==> config.mk <==
export PLATFORM = sky130hd
export DESIGN_NAME = port_loader_flat
export DESIGN_NICKNAME = d
export VERILOG_FILES = /design/src/rtl/port_loader_if.sv /design/src/rtl/port_loader.sv /design/src/flat_wrapper.sv
export SDC_FILE = /design/constraint.sdc
export NUM_CORES = 1
export LEC_CHECK = 0
export BUFFER_PORTS_ARGS = -buffer_cell sky130_fd_sc_hd__buf_2
export CORE_ASPECT_RATIO = 1.4
export CORE_MARGIN = 5
export CORE_UTILIZATION = 45
export CTS_CLUSTER_DIAMETER = 150
export DETAILED_ROUTE_END_ITERATION = 7
export GPL_ROUTABILITY_DRIVEN = 0
export PLACE_DENSITY = 0.69
export SYNTH_ARGS = -nofsm -noshare
export SYNTH_HDL_FRONTEND = slang
export SYNTH_SLANG_ARGS = --single-unit
==> constraint.sdc <==
create_clock -name clk -period 1.99 [get_ports clk]
set_input_delay 0.398 -clock clk [delete_from_list [all_inputs] [get_ports clk]]
set_output_delay 0.398 -clock clk [all_outputs]
set_load 0.1 [all_outputs]
==> src/rtl/port_loader_if.sv <==
// rtl/port_loader_if.sv - memory input-port load bus: data, port select and load strobe
interface port_loader_if;
    logic [31:0] in0_1;
    logic        inport_sel;
    logic        inport_en;

    modport master (
        output in0_1,
        output inport_sel,
        output inport_en
    );

    modport slave (
        input in0_1,
        input inport_sel,
        input inport_en
    );
endinterface

==> src/rtl/port_loader.sv <==
// rtl/port_loader.sv - synchronizes and debounces board inputs into single-cycle input-port loads
module port_loader #(
    parameter int SW_W            = 10,
    parameter int DEBOUNCE_CYCLES = 500000,
    parameter int CNT_W           = 20
) (
    input  logic            clk,
    input  logic            rst,
    input  logic [SW_W-1:0] sw,
    input  logic            sel_sw,
    input  logic            btn_load,
    port_loader_if.master   port,
    output logic            busy
);

    localparam logic [2:0] IDLE     = 3'd0;
    localparam logic [2:0] DB_PRESS = 3'd1;
    localparam logic [2:0] LOAD     = 3'd2;
    localparam logic [2:0] WAIT_REL = 3'd3;
    localparam logic [2:0] DB_REL   = 3'd4;

    localparam logic [CNT_W-1:0] CNT_LAST = CNT_W'(DEBOUNCE_CYCLES - 1);

    logic [SW_W-1:0] sw_m, sw_s;
    logic            sel_m, sel_s;
    logic            btn_m, btn_s;

    logic [2:0]       state, state_next;
    logic [CNT_W-1:0] cnt, cnt_next;

    logic [31:0] in0_1_q;
    logic        sel_q;
    logic        en_q;

    // Two-flop synchronizers: the only logic that touches the raw board inputs.
    always_ff @(posedge clk or negedge rst) begin
        if (!rst) begin
            sw_m  <= '0;
            sw_s  <= '0;
            sel_m <= 1'b0;
            sel_s <= 1'b0;
            btn_m <= 1'b0;
            btn_s <= 1'b0;
        end else begin
            sw_m  <= sw;
            sw_s  <= sw_m;
            sel_m <= sel_sw;
            sel_s <= sel_m;
            btn_m <= btn_load;
            btn_s <= btn_m;
        end
    end

    // Debounce FSM next state; the counter restarts at 0 on each entry to a debounce state.
    always_comb begin
        state_next = state;
        cnt_next   = cnt;
        case (state)
            IDLE: begin
                if (btn_s) begin
                    state_next = DB_PRESS;
                    cnt_next   = '0;
                end
            end
            DB_PRESS: begin
                if (!btn_s) begin
                    state_next = IDLE;
                end else if (cnt == CNT_LAST) begin
                    state_next = LOAD;
                end else begin
                    cnt_next = cnt + 1'b1;
                end
            end
            LOAD: begin
                state_next = WAIT_REL;
            end
            WAIT_REL: begin
                if (!btn_s) begin
                    state_next = DB_REL;
                    cnt_next   = '0;
                end
            end
            DB_REL: begin
                if (btn_s) begin
                    state_next = WAIT_REL;
                end else if (cnt == CNT_LAST) begin
                    state_next = IDLE;
                end else begin
                    cnt_next = cnt + 1'b1;
                end
            end
            default: begin
                state_next = IDLE;
                cnt_next   = '0;
            end
        endcase
    end

    // State, counter and registered status outputs, all derived from the next state.
    always_ff @(posedge clk or negedge rst) begin
        if (!rst) begin
            state <= IDLE;
            cnt   <= '0;
            en_q  <= 1'b0;
            busy  <= 1'b0;
        end else begin
            state <= state_next;
            cnt   <= cnt_next;
            en_q  <= (state_next == LOAD);
            busy  <= (state_next != IDLE);
        end
    end

    // Data and select are captured only on the edge entering LOAD and held until the next load.
    always_ff @(posedge clk or negedge rst) begin
        if (!rst) begin
            in0_1_q <= '0;
            sel_q   <= 1'b0;
        end else if (state_next == LOAD && state != LOAD) begin
            in0_1_q <= 32'(sw_s);
            sel_q   <= sel_s;
        end
    end

    assign port.in0_1      = in0_1_q;
    assign port.inport_sel = sel_q;
    assign port.inport_en  = en_q;

endmodule

==> src/flat_wrapper.sv <==
// flat-port wrapper written by rule: the top's interface ports become plain ports
module port_loader_flat 
#(
    parameter int SW_W            = 10,
    parameter int DEBOUNCE_CYCLES = 500000,
    parameter int CNT_W           = 20
)
  (clk, rst, sw, sel_sw, btn_load, busy, port_in0_1, port_inport_sel, port_inport_en);
  port_loader_if port_i ();
  input  logic clk;
  input  logic rst;
  input  logic [SW_W-1:0] sw;
  input  logic sel_sw;
  input  logic btn_load;
  output logic busy;
  output wire logic [$bits(port_i.in0_1)-1:0] port_in0_1;
  output wire logic [$bits(port_i.inport_sel)-1:0] port_inport_sel;
  output wire logic [$bits(port_i.inport_en)-1:0] port_inport_en;
  assign port_in0_1 = port_i.in0_1;
  assign port_inport_sel = port_i.inport_sel;
  assign port_inport_en = port_i.inport_en;
  port_loader #(.SW_W(SW_W), .DEBOUNCE_CYCLES(DEBOUNCE_CYCLES), .CNT_W(CNT_W)) u_core (.clk(clk), .rst(rst), .sw(sw), .sel_sw(sel_sw), .btn_load(btn_load), .port(port_i), .busy(busy));
endmodule
==> implementation parameters <==
Parameter                              Value

STA
  PnR worst setup slack ... -0.00350 ns
  Worst slew pin tran ... 0.522 ns
  Worst-case headroom to the max-slew limit ... 64.7%
  Setup repair after global routing missed its margin ... yes
  Final worst-path cycle share ... 100%
  Highest clock rate ... 502 MHz
  Minimum period implied by the final worst setup slack ... 1.99 ns
  Setup clock skew after layout ... 0.00613 ns
  Final number of max-transition violations ... 0
  Final count of negative-setup-slack endpoints ... 1
  Number of hold violations in the final report ... 0

Floorplanning
  Core region area ... 0.00586 mm2
  Row count ... 33
  Initial Utilization ... 46.1%
  Total I/O pin count ... 49
  Die Y ... 102 um
  Total die area ... 0.00768 mm2
  Horiz. Die Dim ... 75.5 um

Drt
  Total iterations of the first detailed-routing run ... 5
  DRC violation total after the first TritonRoute iteration ... 177
  Wire length the detailed router placed on met1 ... 2220 um
  Top metal layer carrying routed signals ... met4
  Metal3 WL ... 237 um
  Detailed-route wire length ... 5690 um
  Detailed-route wire length per cell ... 15.8 um
  Number of design rule violations left after detail routing ... 0
  Met2 routed WL ... 3050 um
  Vias ... 1933
  DRT antenna net count ... 0
  Mean number of vias per cell ... 5.35

Synth
  XOR/XNOR Fraction of Synth Area ... 2.59%
  Synth Warn # ... 0
  Average footprint of a synthesized cell ... 11.8 um2
  Unique masters post-synth ... 55
  Area share of and/or/nand/nor cells after synthesis ... 16.8%
  Fraction of registers with async set/reset ... 100%
  Fraction of the yosys area taken by sequential cells ... 55.5%
  EDFF count, synth ... 0
  Largest family of logic cells by synthesized area ... simple AND/OR/NAND/NOR gates
  Post-Syn Area ... 0.00271 mm2
  Adder and majority cell fraction of the synthesized area ... 0.463%
  Most used DFF post-synth ... dfrtp_1
  Synthesized-area fraction occupied by ao, oa, aoi and oai cells ... 9.94%
  Gate Count Post-Synth ... 229
  Multiplexer fraction of the synthesized cell area ... 5.97%
  Number of register bits inferred by synthesis ... 60

Critical path
  Critical path peak fanout ... 10
  Startpoint type of the worst setup path ... register
  Worst Setup End Kind ... register
  Arrival time reported for the critical path endpoint ... 2.21 ns
  Worst setup path class ... reg -> reg
  Endpoint required time on the critical path ... 2.20 ns

Clock tree
  Root buffer cell ... clkbuf_8
  Deepest clock path buffer count ... 2
  Num CTS Buffers ... 9
  Total number of H-tree levels ... 3
  Number of sinks on the clock net ... 60
  Insertion delay to the later sink of the worst-skew pair ... 0.33 ns
  TritonCTS clock tree ... done
  Clock edge transition at the registers on the reported setup and hold paths ... 0.07 ns

Power
  Leak Pwr ... 1.60 nW
  Worst vdd ir ... 542 uV
  Power per cell area ... 949 mW/mm2

Run
  Number of max-cap violations ... 0

Placed design
  Number of cells in the design after placement ... 342
  Count of buffers from port buffering ... 26
  Placed wire-length estimate after detailed placement ... 3860 um
  Setup WS pre-CTS ... 0.000693 ns

Run status
  Failing checks ... negative setup slack
  Run status ... complete, but fails checks

Layout
  Net count of the finished layout ... 301
  Highest-count cells in the layout ignoring fill and taps ... dfrtp_1, buf_4, buf_2, conb_1, nor2_1
  Util after Layout ... 57.1%
  Post-synthesis to final-layout area growth ... 23.7%
  Leading cell type in the layout, fill and taps excluded ... dfrtp_1
  Final standard cell count with taps included and fillers excluded ... 361
  Fraction of final layout cells sized beyond drive strength 1 ... 35.1%
  Count of inserted antenna diode cells ... 0

Global route
  Number of antenna violations at the first check in global routing ... 0
  Number of global-route vias before repair ... 1920
  Global-route wire length before repair ... 9030 um
  Largest net degree at the start of global routing ... 61
  Global-route usage over all layers ... 16.0%
  Final global-route overflow total ... 0

Hold path
  Min-delay worst type ... in -> async
worst max-delay path: stages (launching register included):
cell	delay, ns
dfrtp_1	0.38
or4b_4	0.55
nor4_4	0.22
nand2_4	0.09
nor2_4	0.15
buf_12	0.16
mux2_4	0.31
final cells by class:
cell class / count / area [um2]
Clock inverter: 4 / 120
Clock buffer: 12 / 145
Fill cell: 491 / 2520
Sequential cell: 60 / 1500
Tap cell: 70 / 87.6
Multi-Input combinational cell: 158 / 1100
Inverter: 1 / 3.75
Timing Repair Buffer: 56 / 384
worst paths after layout:
check                                                    to  depth (start not counted)  slack, ns                       start
setup / recovery           u_core.port.in0_1[3]$_DFFE_PN0P_                          6     -0.003  u_core.cnt[12]$_DFFE_PN0P_
hold / removal                     u_core.sw_s[2]$_DFF_PN0_                          2       0.06                         rst
setup reg to reg           u_core.port.in0_1[3]$_DFFE_PN0P_                          6     -0.003  u_core.cnt[12]$_DFFE_PN0P_
hold reg to reg                    u_core.sw_s[6]$_DFF_PN0_                          0       0.34    u_core.sw_m[6]$_DFF_PN0_
max in group asynchronous            u_core.btn_s$_DFF_PN0_                          2       1.66                         rst
min in group clk                   u_core.sw_m[5]$_DFF_PN0_                          1       0.17                       sw[5]
power breakdown:
group | total [mW] | switching (mW) | internal (mW)
clock | 1.46 | 0.462 | 0.994
combinational | 0.383 | 0.291 | 0.0911
sequential | 1.33 | 0.0574 | 1.28
total | 3.17 | 0.811 | 2.36
state kept, by name (all words and copies together), names as in the netlist:
register,cells
u_core.cnt,20
u_core.port.in0_1,10
u_core.sw_m,10
u_core.sw_s,10
u_core.state,3
u_core.btn_m,1
u_core.btn_s,1
u_core.busy,1
u_core.port.inport_en,1
u_core.port.inport_sel,1
u_core.sel_m,1
u_core.sel_s,1
routing by layer:
metal / track usage [%] / up-vias
met5: 0 / -
met4: 8.21 / 0
met3: 4.37 / 18
met2: 28.0 / 55
met1: 17.2 / 968
li1: - / 892
cells by family after synthesis:
| kind of cell | count (synthesis) |
|---|---|
| multiplexers | 11 |
| buffers and inverters | 32 |
| AO/OA/AOI/OAI | 41 |
| flip-flops | 60 |
| XOR/XNOR | 8 |
| other | 1 |
| adder cells (fa/ha/maj) | 1 |
| AND/OR/NAND/NOR | 75 |
per-stage QoR:
stage,hold WS [ns],cell area (um2),TNS [ns],power (mW)
after detailed placement,0.335,3010,0,1.73
after floorplan,0.102,2790,-0.618,1.66
after global placement,0.333,3010,0,1.72
after global routing,0.0784,3350,-0.897,3.29
final,0.0581,3350,-0.00350,3.17
after CTS,0.0635,3280,-0.0776,3.20
cell usage after synthesis (all sizes together) (4+ instances only):
library cell,number,area share [%]
nand4,9,2.1
a21oi,10,1.9
nor2,23,3.5
mux2,11,6.0
o2111ai,5,1.6
nand3,7,1.3
and2,4,0.97
buf,28,8.0
xor2,8,2.6
dfrtp,60,56
o21ai,11,2.0
nand2,7,1.2
timing repair:
item / 4_1_cts / 5_1_grt
setup endpoints to repair: 12 / 22
resized for setup: 1 / 12
pin swaps: 1 / 6
endpoints found under the hold margin: 0 / 0
hold buffers: 0 / 0
buffers inserted: 0 / 3
Power figures use the tool's default switching activity.
